`src/rtl/vrb_burst_master_if.sv`:
```
// rtl/vrb_burst_master_if.sv - VRB command/response port bundle
interface vrb_burst_master_if #(
  parameter int AW = 32,
  parameter int DW = 32
);
  logic            cmd_valid;
  logic [AW-1:0]   cmd_addr;
  logic            cmd_read;
  logic [DW-1:0]   cmd_wdata;
  logic [DW/8-1:0] cmd_wmask;
  logic            rsp_valid;
  logic            rsp_err;
  logic [DW-1:0]   rsp_rdata;

  modport master (
    output cmd_valid, cmd_addr, cmd_read, cmd_wdata, cmd_wmask,
    input  rsp_valid, rsp_err, rsp_rdata
  );

  modport slave (
    input  cmd_valid, cmd_addr, cmd_read, cmd_wdata, cmd_wmask,
    output rsp_valid, rsp_err, rsp_rdata
  );
endinterface

```
`src/rtl/vrb_burst_master.sv`:
```
// rtl/vrb_burst_master.sv - VRB burst initiator: one outstanding command, stream in/out
module vrb_burst_master #(
  parameter int AW      = 32,
  parameter int DW      = 32,
  parameter int LENW    = 16,
  parameter int TIMEOUT = 255
) (
  input  logic              clk,
  input  logic              rst_n,
  input  logic              i_start,
  input  logic              i_write,
  input  logic [AW-1:0]     i_base_addr,
  input  logic [LENW-1:0]   i_len,
  output logic              o_busy,
  output logic              o_done,
  output logic              o_err,
  output logic              o_timeout,
  output logic [LENW-1:0]   o_count,
  input  logic              i_wr_valid,
  output logic              o_wr_ready,
  input  logic [DW-1:0]     i_wr_data,
  input  logic [DW/8-1:0]   i_wr_mask,
  output logic              o_rd_valid,
  input  logic              i_rd_ready,
  output logic [DW-1:0]     o_rd_data,
  vrb_burst_master_if.master vrb
);

  localparam logic [AW-1:0] STEP      = AW'(DW / 8);
  localparam logic [15:0]   WAIT_LAST = 16'(TIMEOUT - 1);

  typedef enum logic [2:0] {S_IDLE, S_FETCH, S_CMD, S_PUSH, S_DONE} state_t;

  state_t            r_state;
  state_t            w_next;
  logic [AW-1:0]     r_addr;
  logic [LENW-1:0]   r_remaining;
  logic              r_dir;
  logic [15:0]       r_wait;
  logic [LENW-1:0]   r_count;
  logic              r_err;
  logic              r_timeout;
  logic              r_done;
  logic              r_wr_ready;
  logic              r_rd_valid;
  logic [DW-1:0]     r_rd_data;
  logic              r_cmd_valid;
  logic              r_cmd_read;
  logic [DW-1:0]     r_cmd_wdata;
  logic [DW/8-1:0]   r_cmd_wmask;

  logic w_accept;
  logic w_fetch_hs;
  logic w_rsp_ok;
  logic w_rsp_err;
  logic w_tmo;

  always_ff @(posedge clk) begin
    if (!rst_n) r_state <= S_IDLE;
    else        r_state <= w_next;
  end

  always_comb begin
    w_next     = r_state;
    w_accept   = 1'b0;
    w_fetch_hs = 1'b0;
    w_rsp_ok   = 1'b0;
    w_rsp_err  = 1'b0;
    w_tmo      = 1'b0;
    case (r_state)
      S_IDLE: begin
        if (i_start) begin
          w_accept = 1'b1;
          if (i_len == '0)  w_next = S_DONE;
          else if (i_write) w_next = S_FETCH;
          else              w_next = S_CMD;
        end
      end
      S_FETCH: begin
        if (i_wr_valid && r_wr_ready) begin
          w_fetch_hs = 1'b1;
          w_next     = S_CMD;
        end
      end
      S_CMD: begin
        // A response in the same cycle as the last wait slot wins over the timeout
        if (vrb.rsp_valid) begin
          if (vrb.rsp_err) begin
            w_rsp_err = 1'b1;
            w_next    = S_DONE;
          end else begin
            w_rsp_ok = 1'b1;
            if (!r_dir)                        w_next = S_PUSH;
            else if (r_remaining == LENW'(1))  w_next = S_DONE;
            else                               w_next = S_FETCH;
          end
        end else if (r_wait == WAIT_LAST) begin
          w_tmo  = 1'b1;
          w_next = S_DONE;
        end
      end
      S_PUSH: begin
        if (i_rd_ready) begin
          if (r_remaining == '0) w_next = S_DONE;
          else                   w_next = S_CMD;
        end
      end
      S_DONE:  w_next = S_IDLE;
      default: w_next = S_IDLE;
    endcase
  end

  // Strobes are registered from the next state so they line up with the state itself
  always_ff @(posedge clk) begin
    if (!rst_n) begin
      r_addr      <= '0;
      r_remaining <= '0;
      r_dir       <= 1'b0;
      r_wait      <= '0;
      r_count     <= '0;
      r_err       <= 1'b0;
      r_timeout   <= 1'b0;
      r_done      <= 1'b0;
      r_wr_ready  <= 1'b0;
      r_rd_valid  <= 1'b0;
      r_rd_data   <= '0;
      r_cmd_valid <= 1'b0;
      r_cmd_read  <= 1'b0;
      r_cmd_wdata <= '0;
      r_cmd_wmask <= '0;
    end else begin
      r_cmd_valid <= (w_next == S_CMD);
      r_wr_ready  <= (w_next == S_FETCH);
      r_rd_valid  <= (w_next == S_PUSH);
      r_done      <= (w_next == S_DONE);

      if (r_state != S_CMD)  r_wait <= '0;
      else if (!vrb.rsp_valid) r_wait <= r_wait + 16'd1;

      if (w_accept) begin
        r_addr      <= i_base_addr;
        r_remaining <= i_len;
        r_dir       <= i_write;
        r_cmd_read  <= ~i_write;
        r_err       <= 1'b0;
        r_timeout   <= 1'b0;
        r_count     <= '0;
        if (!i_write) begin
          r_cmd_wdata <= '0;
          r_cmd_wmask <= '0;
        end
      end

      if (w_fetch_hs) begin
        r_cmd_wdata <= i_wr_data;
        r_cmd_wmask <= i_wr_mask;
      end

      if (w_rsp_ok) begin
        r_count     <= r_count + LENW'(1);
        r_addr      <= r_addr + STEP;
        r_remaining <= r_remaining - LENW'(1);
        if (!r_dir) r_rd_data <= vrb.rsp_rdata;
      end

      if (w_rsp_err) r_err     <= 1'b1;
      if (w_tmo)     r_timeout <= 1'b1;
    end
  end

  assign o_busy        = (r_state != S_IDLE);
  assign o_done        = r_done;
  assign o_err         = r_err;
  assign o_timeout     = r_timeout;
  assign o_count       = r_count;
  assign o_wr_ready    = r_wr_ready;
  assign o_rd_valid    = r_rd_valid;
  assign o_rd_data     = r_rd_data;
  assign vrb.cmd_valid = r_cmd_valid;
  assign vrb.cmd_addr  = r_addr;
  assign vrb.cmd_read  = r_cmd_read;
  assign vrb.cmd_wdata = r_cmd_wdata;
  assign vrb.cmd_wmask = r_cmd_wmask;

endmodule

```
`src/flat_wrapper.sv`:
```
// flat-port wrapper written by rule: the top's interface ports become plain ports
module vrb_burst_master_flat 
#(
  parameter int AW      = 32,
  parameter int DW      = 32,
  parameter int LENW    = 16,
  parameter int TIMEOUT = 255
)
  (clk, rst_n, i_start, i_write, i_base_addr, i_len, o_busy, o_done, o_err, o_timeout, o_count, i_wr_valid, o_wr_ready, i_wr_data, i_wr_mask, o_rd_valid, i_rd_ready, o_rd_data, vrb_cmd_valid, vrb_cmd_addr, vrb_cmd_read, vrb_cmd_wdata, vrb_cmd_wmask, vrb_rsp_valid, vrb_rsp_err, vrb_rsp_rdata);
  vrb_burst_master_if #(.AW(AW), .DW(DW)) vrb_i ();
  input  logic clk;
  input  logic rst_n;
  input  logic i_start;
  input  logic i_write;
  input  logic [AW-1:0] i_base_addr;
  input  logic [LENW-1:0] i_len;
  output logic o_busy;
  output logic o_done;
  output logic o_err;
  output logic o_timeout;
  output logic [LENW-1:0] o_count;
  input  logic i_wr_valid;
  output logic o_wr_ready;
  input  logic [DW-1:0] i_wr_data;
  input  logic [DW/8-1:0] i_wr_mask;
  output logic o_rd_valid;
  input  logic i_rd_ready;
  output logic [DW-1:0] o_rd_data;
  output wire logic [$bits(vrb_i.cmd_valid)-1:0] vrb_cmd_valid;
  output wire logic [$bits(vrb_i.cmd_addr)-1:0] vrb_cmd_addr;
  output wire logic [$bits(vrb_i.cmd_read)-1:0] vrb_cmd_read;
  output wire logic [$bits(vrb_i.cmd_wdata)-1:0] vrb_cmd_wdata;
  output wire logic [$bits(vrb_i.cmd_wmask)-1:0] vrb_cmd_wmask;
  input wire logic [$bits(vrb_i.rsp_valid)-1:0] vrb_rsp_valid;
  input wire logic [$bits(vrb_i.rsp_err)-1:0] vrb_rsp_err;
  input wire logic [$bits(vrb_i.rsp_rdata)-1:0] vrb_rsp_rdata;
  assign vrb_cmd_valid = vrb_i.cmd_valid;
  assign vrb_cmd_addr = vrb_i.cmd_addr;
  assign vrb_cmd_read = vrb_i.cmd_read;
  assign vrb_cmd_wdata = vrb_i.cmd_wdata;
  assign vrb_cmd_wmask = vrb_i.cmd_wmask;
  assign vrb_i.rsp_valid = vrb_rsp_valid;
  assign vrb_i.rsp_err = vrb_rsp_err;
  assign vrb_i.rsp_rdata = vrb_rsp_rdata;
  vrb_burst_master #(.AW(AW), .DW(DW), .LENW(LENW), .TIMEOUT(TIMEOUT)) u_core (.clk(clk), .rst_n(rst_n), .i_start(i_start), .i_write(i_write), .i_base_addr(i_base_addr), .i_len(i_len), .o_busy(o_busy), .o_done(o_done), .o_err(o_err), .o_timeout(o_timeout), .o_count(o_count), .i_wr_valid(i_wr_valid), .o_wr_ready(o_wr_ready), .i_wr_data(i_wr_data), .i_wr_mask(i_wr_mask), .o_rd_valid(o_rd_valid), .i_rd_ready(i_rd_ready), .o_rd_data(o_rd_data), .vrb(vrb_i));
endmodule
```
`config.mk`:
```
export PLATFORM = sky130hd
export DESIGN_NAME = vrb_burst_master_flat
export DESIGN_NICKNAME = d
export VERILOG_FILES = /design/src/rtl/vrb_burst_master_if.sv /design/src/rtl/vrb_burst_master.sv /design/src/flat_wrapper.sv
export SDC_FILE = /design/constraint.sdc
export NUM_CORES = 1
export LEC_CHECK = 0
export BUFFER_PORTS_ARGS = -buffer_cell sky130_fd_sc_hd__buf_2
export CAP_MARGIN = 5
export CELL_PAD_IN_SITES_DETAIL_PLACEMENT = 1
export CELL_PAD_IN_SITES_GLOBAL_PLACEMENT = 1
export CORE_UTILIZATION = 35
export CTS_BUF_LIST = sky130_fd_sc_hd__clkbuf_4
export DETAILED_ROUTE_END_ITERATION = 8
export PLACE_DENSITY = 0.88
export REMOVE_ABC_BUFFERS = 1
export SYNTH_ARGS = -nofsm -noshare
export SYNTH_HDL_FRONTEND = slang
export SYNTH_SLANG_ARGS = --single-unit
export TNS_END_PERCENT = 20
```
`constraint.sdc`:
```
create_clock -name clk -period 5.1 [get_ports clk]
set_input_delay 0.765 -clock clk [delete_from_list [all_inputs] [get_ports clk]]
set_output_delay 0.765 -clock clk [all_outputs]
set_load 0.02 [all_outputs]
```
# Yosys cells after proc, flatten, opt, wreduce, memory -nomap -nowiden
# Cells that the tools add are included.
# classes
add_sub_neg,4
mul,0
div_mod_pow,0
magnitude_cmp,0
eq_ne,11
n_shift,0
n_mux,40
bitwise_logic,3
reduce_logical,12
# ops
cell,n
32-bit two-way mux,5
16-bit two-way mux,4
16-bit by 1-bit adder with 16-bit output (second input constant),2
32-bit by 3-bit adder with 32-bit output (second input constant),1
16-bit zero test,2
3-bit two-way mux,10
16-bit by 1-bit == test with 1-bit output (second input constant),1
16-bit by 8-bit == test with 1-bit output (second input constant),1
1-bit two-way mux,16
16-bit by 1-bit subtractor with 16-bit output (second input constant),1
3-bit by 2-bit == test with 1-bit output (second input constant),4
4-bit two-way mux,3
3-bit case mux with 4 select lines,1
2-bit nonzero test,4
3-bit by 1-bit == test with 1-bit output (second input constant),2
2-bit AND reduction,2
3-bit == test (second input constant),1
3-bit zero test,1
3-bit by 2-bit inequality test with 1-bit output (second input constant),1
1-bit inverter,3
3-bit nonzero test,1
2-bit two-way mux,1
2-bit by 1-bit inequality test with 1-bit output (second input constant),1
2-bit OR reduction,1
1-bit logical AND,1
# word_totals
reg_bits,159
latchBits,0
ram_bits,0
mem_bits_ro,0
out_inout_bits,124
wordCells,86
memories,0

# Depth between registers and ports, before layout
# Gate-level depths: netlist of the first run.
# depth
ltp_word,7
ltp_mapped,9
depth_no_buf,7

# Worst setup path before layout of the first run
# Ideal clock, no wire load.
# synth_path
path_type,input to register
from,input port vrb_rsp_valid
to,register u_core.r_count[10] (netlist: u_core.o_count[10])
setup_time_ns,0.065
arrival_time_ns,2.253
setup_slack_ns,2.782
path_stages,7
n_path_buf,2
path_cell_list,buf_2 -> nor2b_1 -> clkbuf_1 -> nand4_1 -> nor3_2 -> mux2_2 -> nor2_1
# synth_between
elab_chain_cells,3
word_cells_on_any_way,4
# synth_rtl
element,line_no,rtl
start: declaration,flat_wrapper.sv:34,input wire logic [$bits(vrb_i.rsp_valid)-1:0] vrb_rsp_valid;
1-bit two-way mux *,vrb_burst_master.sv:87,if (vrb.rsp_valid) begin
1-bit two-way mux *,vrb_burst_master.sv:70,case (r_state)
16-bit two-way mux or 2-bit nonzero test (tied branches),-,
end signal: assignment,vrb_burst_master.sv:160,r_count <= r_count + LENW'(1);
end: declaration,vrb_burst_master.sv:40,logic [LENW-1:0] r_count;
# Every way passes the cells marked *; elsewhere a longest branch is shown, timed or not.
# A chain may end at the register's enable or synchronous reset.

# Final worst setup path of the first run
# layout_path
from,register u_core.r_state[1]
to,register u_core.r_addr[4] (netlist: u_core.vrb.cmd_addr[4])
# layout_between
elab_chain_cells,3
word_cells_on_any_way,6
# layout_rtl
element,line_no,rtl
start: declaration,vrb_burst_master.sv:34,state_t r_state;
start signal: assignment,vrb_burst_master.sv:60,else r_state <= w_next;
3-bit by 2-bit == test with 1-bit output or 3-bit zero test (tied branches),vrb_burst_master.sv:70,
1-bit two-way mux,vrb_burst_master.sv:70,
32-bit two-way mux or 2-bit nonzero test (tied branches),-,
end signal: assignment,vrb_burst_master.sv:141,r_addr <= i_base_addr;
end signal: assignment,vrb_burst_master.sv:161,r_addr <= r_addr + STEP;
end: declaration,vrb_burst_master.sv:36,logic [AW-1:0] r_addr;
# Several ways; a longest one is shown, not always the timed one.

==> impl_metrics.toml, run 1 <==
[placed_design]
place_congestion = 0.7941
io_buffers = 247
dp_slack_ps = 2012
dp_cells = 1320
dp_hpwl_um = 16320

[final_layout]
final_core_util = 0.4482
final_cell_mix = "247 x buf_2, 159 x dfxtp_1, 129 x nand2_1, 95 x nor2_1, 75 x a21oi_1"
drive_gt1_frac = 0.2852
layout_commonest_cell = "buf_2"
area_delta_synth_final_pct = 24.29
finalNonFillerCells = 1355
nets = 1205

[sta]
period_share = 0.5391
slew_headroom = 0.2955
setup_violations = 0
worst_pin_slew_ps = 1057
finalHoldViolations = 0
rsz0062_at_grt = "false"
max_clock_freq_mhz = 363.7
final-max-slew-violation-count = 0
skew_ps = 13.30
period_minus_slack_ps = 2749
setup_ws_ps = 2351

[clock_network]
clk_latency_ps = 560
cts_sinks = 159
cts_hold_buf = 0
h-tree-depth = 4
cts_root_buf = "clkbuf_4"
numCtsBuffers = 17
clk_path_buf_depth = 2
path_clk_slew_ps = 160
cts_tree = "yes"
cts_resized = 0
post_cts.repair.setup_buffers = 0

[die]
ios = 248
die_h_um = 144.3
die_w_um = 144.3
coreArea_mm2 = 0.01965
die_area_mm2 = 0.02082
initial_core_util = 0.3606
row_count = 51

[global_route]
grt_pass1_vias = 7089
antenna_found_initial = 1
grt_overflow = 0
grt_max_degree = 99
grt_pass1_wl_um = 35070
grt_usage = 0.2135

[yosys]
syn_avg_cell_area_um2 = 8.308
synth_largest_area_cell = "dfxtp_1"
yosysTopAreaCellShare = 0.4492
synth_area_mm2 = 0.007087
synthFlopType = "dfxtp_1"
seq_area_frac_synth = 0.4492
ys_ff_latch = 159
async_reset_ff_frac = 0
synth.area.top_cells = "dfxtp_1 45%, nand2_1 6.8%, a21oi_1 5.3%, nor2_1 5.1%, a22oi_1 4.4%"
synth_edf_count = 0
ys_types = 69
syn_inst = 853
ys_warn_count = 0

[pwr]
p_total_mw = 2.501
cellLeakagePower_nw = 3.590
vdd_drop_max_mv = 0.1508
power.density_mw_per_mm2 = 284.0

[critical_path]
start_kind = "flop"
crit_slowest_cell = "or4b_1"
cp-end-kind = "flop"
path_class = "flop to flop"
r2r-end = "u_core.vrb.cmd_addr[4]$_SDFFE_PN0P_"
r2r_slack_ps = 2350
ff2ff_path_depth = 6
critical_path.max_stage_delay_ps = 930
critPathMaxFanout = 23
arrival_ps = 3170
reg2reg_from = "u_core.r_state[1]$_SDFF_PN0_"
required_ps = 5520
crit_chain = "or4b_1 > buf_4 > o21ai_0 > o21ai_0 > a221oi_1 > nor2_1"
cp_common_cell = "o21ai_0"

[flow_run]
drv_cap = 0

[hold_path]
min_delay_path_depth = 3
hp-start = "vrb_rsp_rdata[4]"
hold_end = "u_core.o_rd_data[4]$_SDFFE_PN0P_"
hp-class = "input pin to flop"

[routing]
dr.pass1.iters = 4
vias_per_cell = 5.386
drt.antenna.violating_nets = 0
drcViolationCount = 0
vias = 7298
wire_per_inst_um = 16.84
drt_wl_total_um = 22810
drtIter0Drc = 311

[outcome]
status = "completed"
sequential cells by signal, summed over array words and instances, names as in the netlist:
name,flops
u_core.o_count,16
u_core.o_done,1
u_core.o_err,1
u_core.o_rd_data,32
u_core.o_rd_valid,1
u_core.o_timeout,1
u_core.o_wr_ready,1
u_core.r_dir,1
u_core.r_remaining,16
u_core.r_state,3
u_core.r_wait,16
u_core.vrb.cmd_addr,32
u_core.vrb.cmd_read,1
u_core.vrb.cmd_valid,1
u_core.vrb.cmd_wdata,32
u_core.vrb.cmd_wmask,4
area by class of cell:
class	count	area [µm²]
flip-flops and latches	159	3183
clock inverters	15	160.2
inverters	16	62.56
fillers	2496	10850
diodes	3	7.507
clock buffers	17	127.6
well taps	265	331.6
multi-input cells	623	3625
repair buffers	257	1311
cell usage after synthesis (all sizes together) (7+ instances only):
cell / count
a21oi: 75
nor4: 15
o311ai: 8
nand3: 30
ha: 7
or3: 16
o211ai: 9
and4: 8
xnor2: 11
a22oi: 42
o21ai: 25
nand2: 129
nor2: 98
inv: 16
nor3: 14
nand4: 17
buf: 19
clkbuf: 36
a31oi: 26
dfxtp: 159
and3: 7
critical path: cells and delay by family (launching register included):
kind            cells  cell delay [ps]
simple gates        2             1000
compound gates      3              750
flops               1              470
buf+inv             1              380
kinds of logic after synthesis:
kind of cell | after synthesis | share of synthesized area
multiplexers | 6 | 0.009533
flip-flops | 159 | 0.4492
buffers and inverters | 71 | 0.04220
AO/OA/AOI/OAI | 222 | 0.2048
adder cells (fa/ha/maj) | 7 | 0.01236
AND/OR/NAND/NOR | 372 | 0.2622
XOR/XNOR | 16 | 0.01977
layer usage:
| metal | routed length (µm) | GRT usage | vias up |
|---|---|---|---|
| li1 | - | - | 3548 |
| met1 | 9790 | 0.2533 | 3557 |
| met2 | 11750 | 0.3887 | 175 |
| met3 | 1059 | 0.04834 | 18 |
| met4 | 212 | 0.04598 | 0 |
| met5 | 0 | 0 | - |
power by group:
group          internal [mW]  leakage (nW)  switching (mW)
Clock                  0.229         0.155           0.545
Combinational          0.138          2.15           0.243
Sequential              1.29          1.29          0.0565
through the flow:
| step | hold slack [ps] | TNS [ps] | instance area [µm²] |
|---|---|---|---|
| 3_3_place_gp | 439.1 | 0 | 8513 |
| 4_1_cts | 360.1 | 0 | 8801 |
| 5_1_grt | 349.6 | 0 | 8803 |
| 6_report | 417.3 | 0 | 8808 |
| 3_5_place_dp | 446.7 | 0 | 8513 |
| 2_1_floorplan | 458.6 | -27680 | 6848 |
worst max path at each step:
stage,start,end,cells after the start
6_report,u_core.r_state[1]$_SDFF_PN0_,u_core.vrb.cmd_addr[4]$_SDFFE_PN0P_,6
3_3_place_gp,i_start,u_core.r_remaining[6]$_SDFFE_PN0P_,7
5_1_grt,u_core.r_state[1]$_SDFF_PN0_,u_core.r_remaining[6]$_SDFFE_PN0P_,6
4_1_cts,u_core.r_state[1]$_SDFF_PN0_,u_core.vrb.cmd_addr[4]$_SDFFE_PN0P_,6
2_1_floorplan,i_wr_valid,u_core.vrb.cmd_wdata[0]$_SDFFE_PN0P_,5
3_5_place_dp,i_start,u_core.vrb.cmd_addr[4]$_SDFFE_PN0P_,7
(Power assumes the default switching activity.)
==> inputs of run 2 (changes only) <==
clock period = 2.6 ns   (was 5.1 ns; I/O delays follow)
==> impl_metrics.toml, run 2 (synthesized netlist as in run 1, its figures left out) <==
[die]
die_h_um = 144.3
initial_core_util = 0.3606
die_w_um = 144.3
die_area_mm2 = 0.02082
coreArea_mm2 = 0.01965
row_count = 51
ios = 248

[routing]
dr.pass1.iters = 4
drt.antenna.violating_nets = 0
vias = 7583
drtIter0Drc = 300
drcViolationCount = 0
vias_per_cell = 5.389
wire_per_inst_um = 17.39
drt_wl_total_um = 24470

[final_layout]
layout_commonest_cell = "buf_2"
multi_input_area_mm2 = 0.003625
final_cell_mix = "247 x buf_2, 159 x dfxtp_1, 129 x nand2_1, 95 x nor2_1, 75 x a21oi_1"
finalNonFillerCells = 1407
nets = 1252
ff_latch_area_mm2 = 0.003183
area_delta_synth_final_pct = 31.39
drive_gt1_frac = 0.2840
fillers = 2491

[clock_network]
post_cts.repair.setup_buffers = 0
cts_resized = 0
numCtsBuffers = 17
cts_hold_buf = 35
clk_path_buf_depth = 2
cts_root_buf = "clkbuf_4"
clk_latency_ps = 580
h-tree-depth = 4
path_clk_slew_ps = 150
cts_tree = "yes"
cts_sinks = 159

[global_route]
grt_pass1_wl_um = 37140
grt_max_degree = 68
grt_overflow = 0
antenna_found_initial = 6
grt_usage = 0.2279
grt_pass1_vias = 7315

[flow_run]
drv_cap = 0

[placed_design]
dp_hpwl_um = 16890
io_buffers = 247
place_congestion = 0.8167
dp_cells = 1332
dp_slack_ps = 250.6

[hold_path]
hp-class = "input pin to flop"

[sta]
final-max-slew-violation-count = 0
setup_ws_ps = 216.4
max_clock_freq_mhz = 419.5
finalHoldViolations = 0
holdWs_ps = 52.18
fin_tns_setup_ps = 0
skew_ps = 23.80
slew_headroom = 0.5181
period_share = 0.9168
setup_violations = 0
rsz0062_at_grt = "false"
period_minus_slack_ps = 2384
worst_pin_slew_ps = 715.3

[critical_path]
required_ps = 3070
critPathMaxFanout = 11
cp-end-kind = "flop"
start_kind = "flop"
r2r_slack_ps = 220
path_class = "flop to flop"
arrival_ps = 2850

[outcome]
status = "completed"

[pwr]
p_total_mw = 5.127
vdd_drop_max_mv = 0.2967
cellLeakagePower_nw = 3.799
power.density_mw_per_mm2 = 550.6
-- run 2: cell types whose count changed in the layout (fill, tap and decap cells not counted), sizes merged --
cell / change
bufinv: +3
clkinvlp: +4
diode: +5
inv: -7
dlygate4sd3: +35
buf: +12
-- run 2: metrics by stage --
step                utilization  cell area (µm²)
global placement         0.4390             8628
finish                   0.4738             9311
floorplan                     -             6848
detailed placement       0.4390             8628
CTS                      0.4728             9291
global route             0.4735             9306
-- run 2: final timing paths --
check	cells after the start	endpoint	from
min reg2reg	2	u_core.o_rd_data[4]$_SDFFE_PN0P_	u_core.o_rd_data[4]$_SDFFE_PN0P_
max reg2reg	5	u_core.r_remaining[6]$_SDFFE_PN0P_	u_core.r_state[1]$_SDFF_PN0_
max	5	u_core.r_remaining[6]$_SDFFE_PN0P_	u_core.r_state[1]$_SDFF_PN0_
min	3	u_core.vrb.cmd_wdata[4]$_SDFFE_PN0P_	i_wr_data[4]
-- run 2: where the power goes --
| group | total (mW) | internal (mW) | switching, mW |
|---|---|---|---|
| combinational | 0.833 | 0.333 | 0.500 |
| clock | 1.65 | 0.677 | 0.977 |
| sequential | 2.64 | 2.53 | 0.112 |
-- run 2: final cells by class --
cell class	instances	share of cell area
well taps	265	0.03561
clock buffers	17	0.01371
inverters	16	0.006719
flip-flops and latches	159	0.3418
repair buffers	304	0.1908
multi-input cells	623	0.3893
diodes	8	0.002150
clock inverters	15	0.01989
-- run 2: per-layer routing --
metal  vias up  track usage  routed length (µm)
li1       3648            -                   -
met1      3691       0.2676               10170
met2       207       0.4028               12510
met3        37      0.05464                1203
met4         0      0.07812                 584
met5         -            0                   0
-- run 2: critical path: stages, from the launching register on --
cell	delay, ps
dfxtp_1	610
or3b_4	510
o21ai_0	610
o21ai_0	200
a221oi_1	300
nor2_1	60
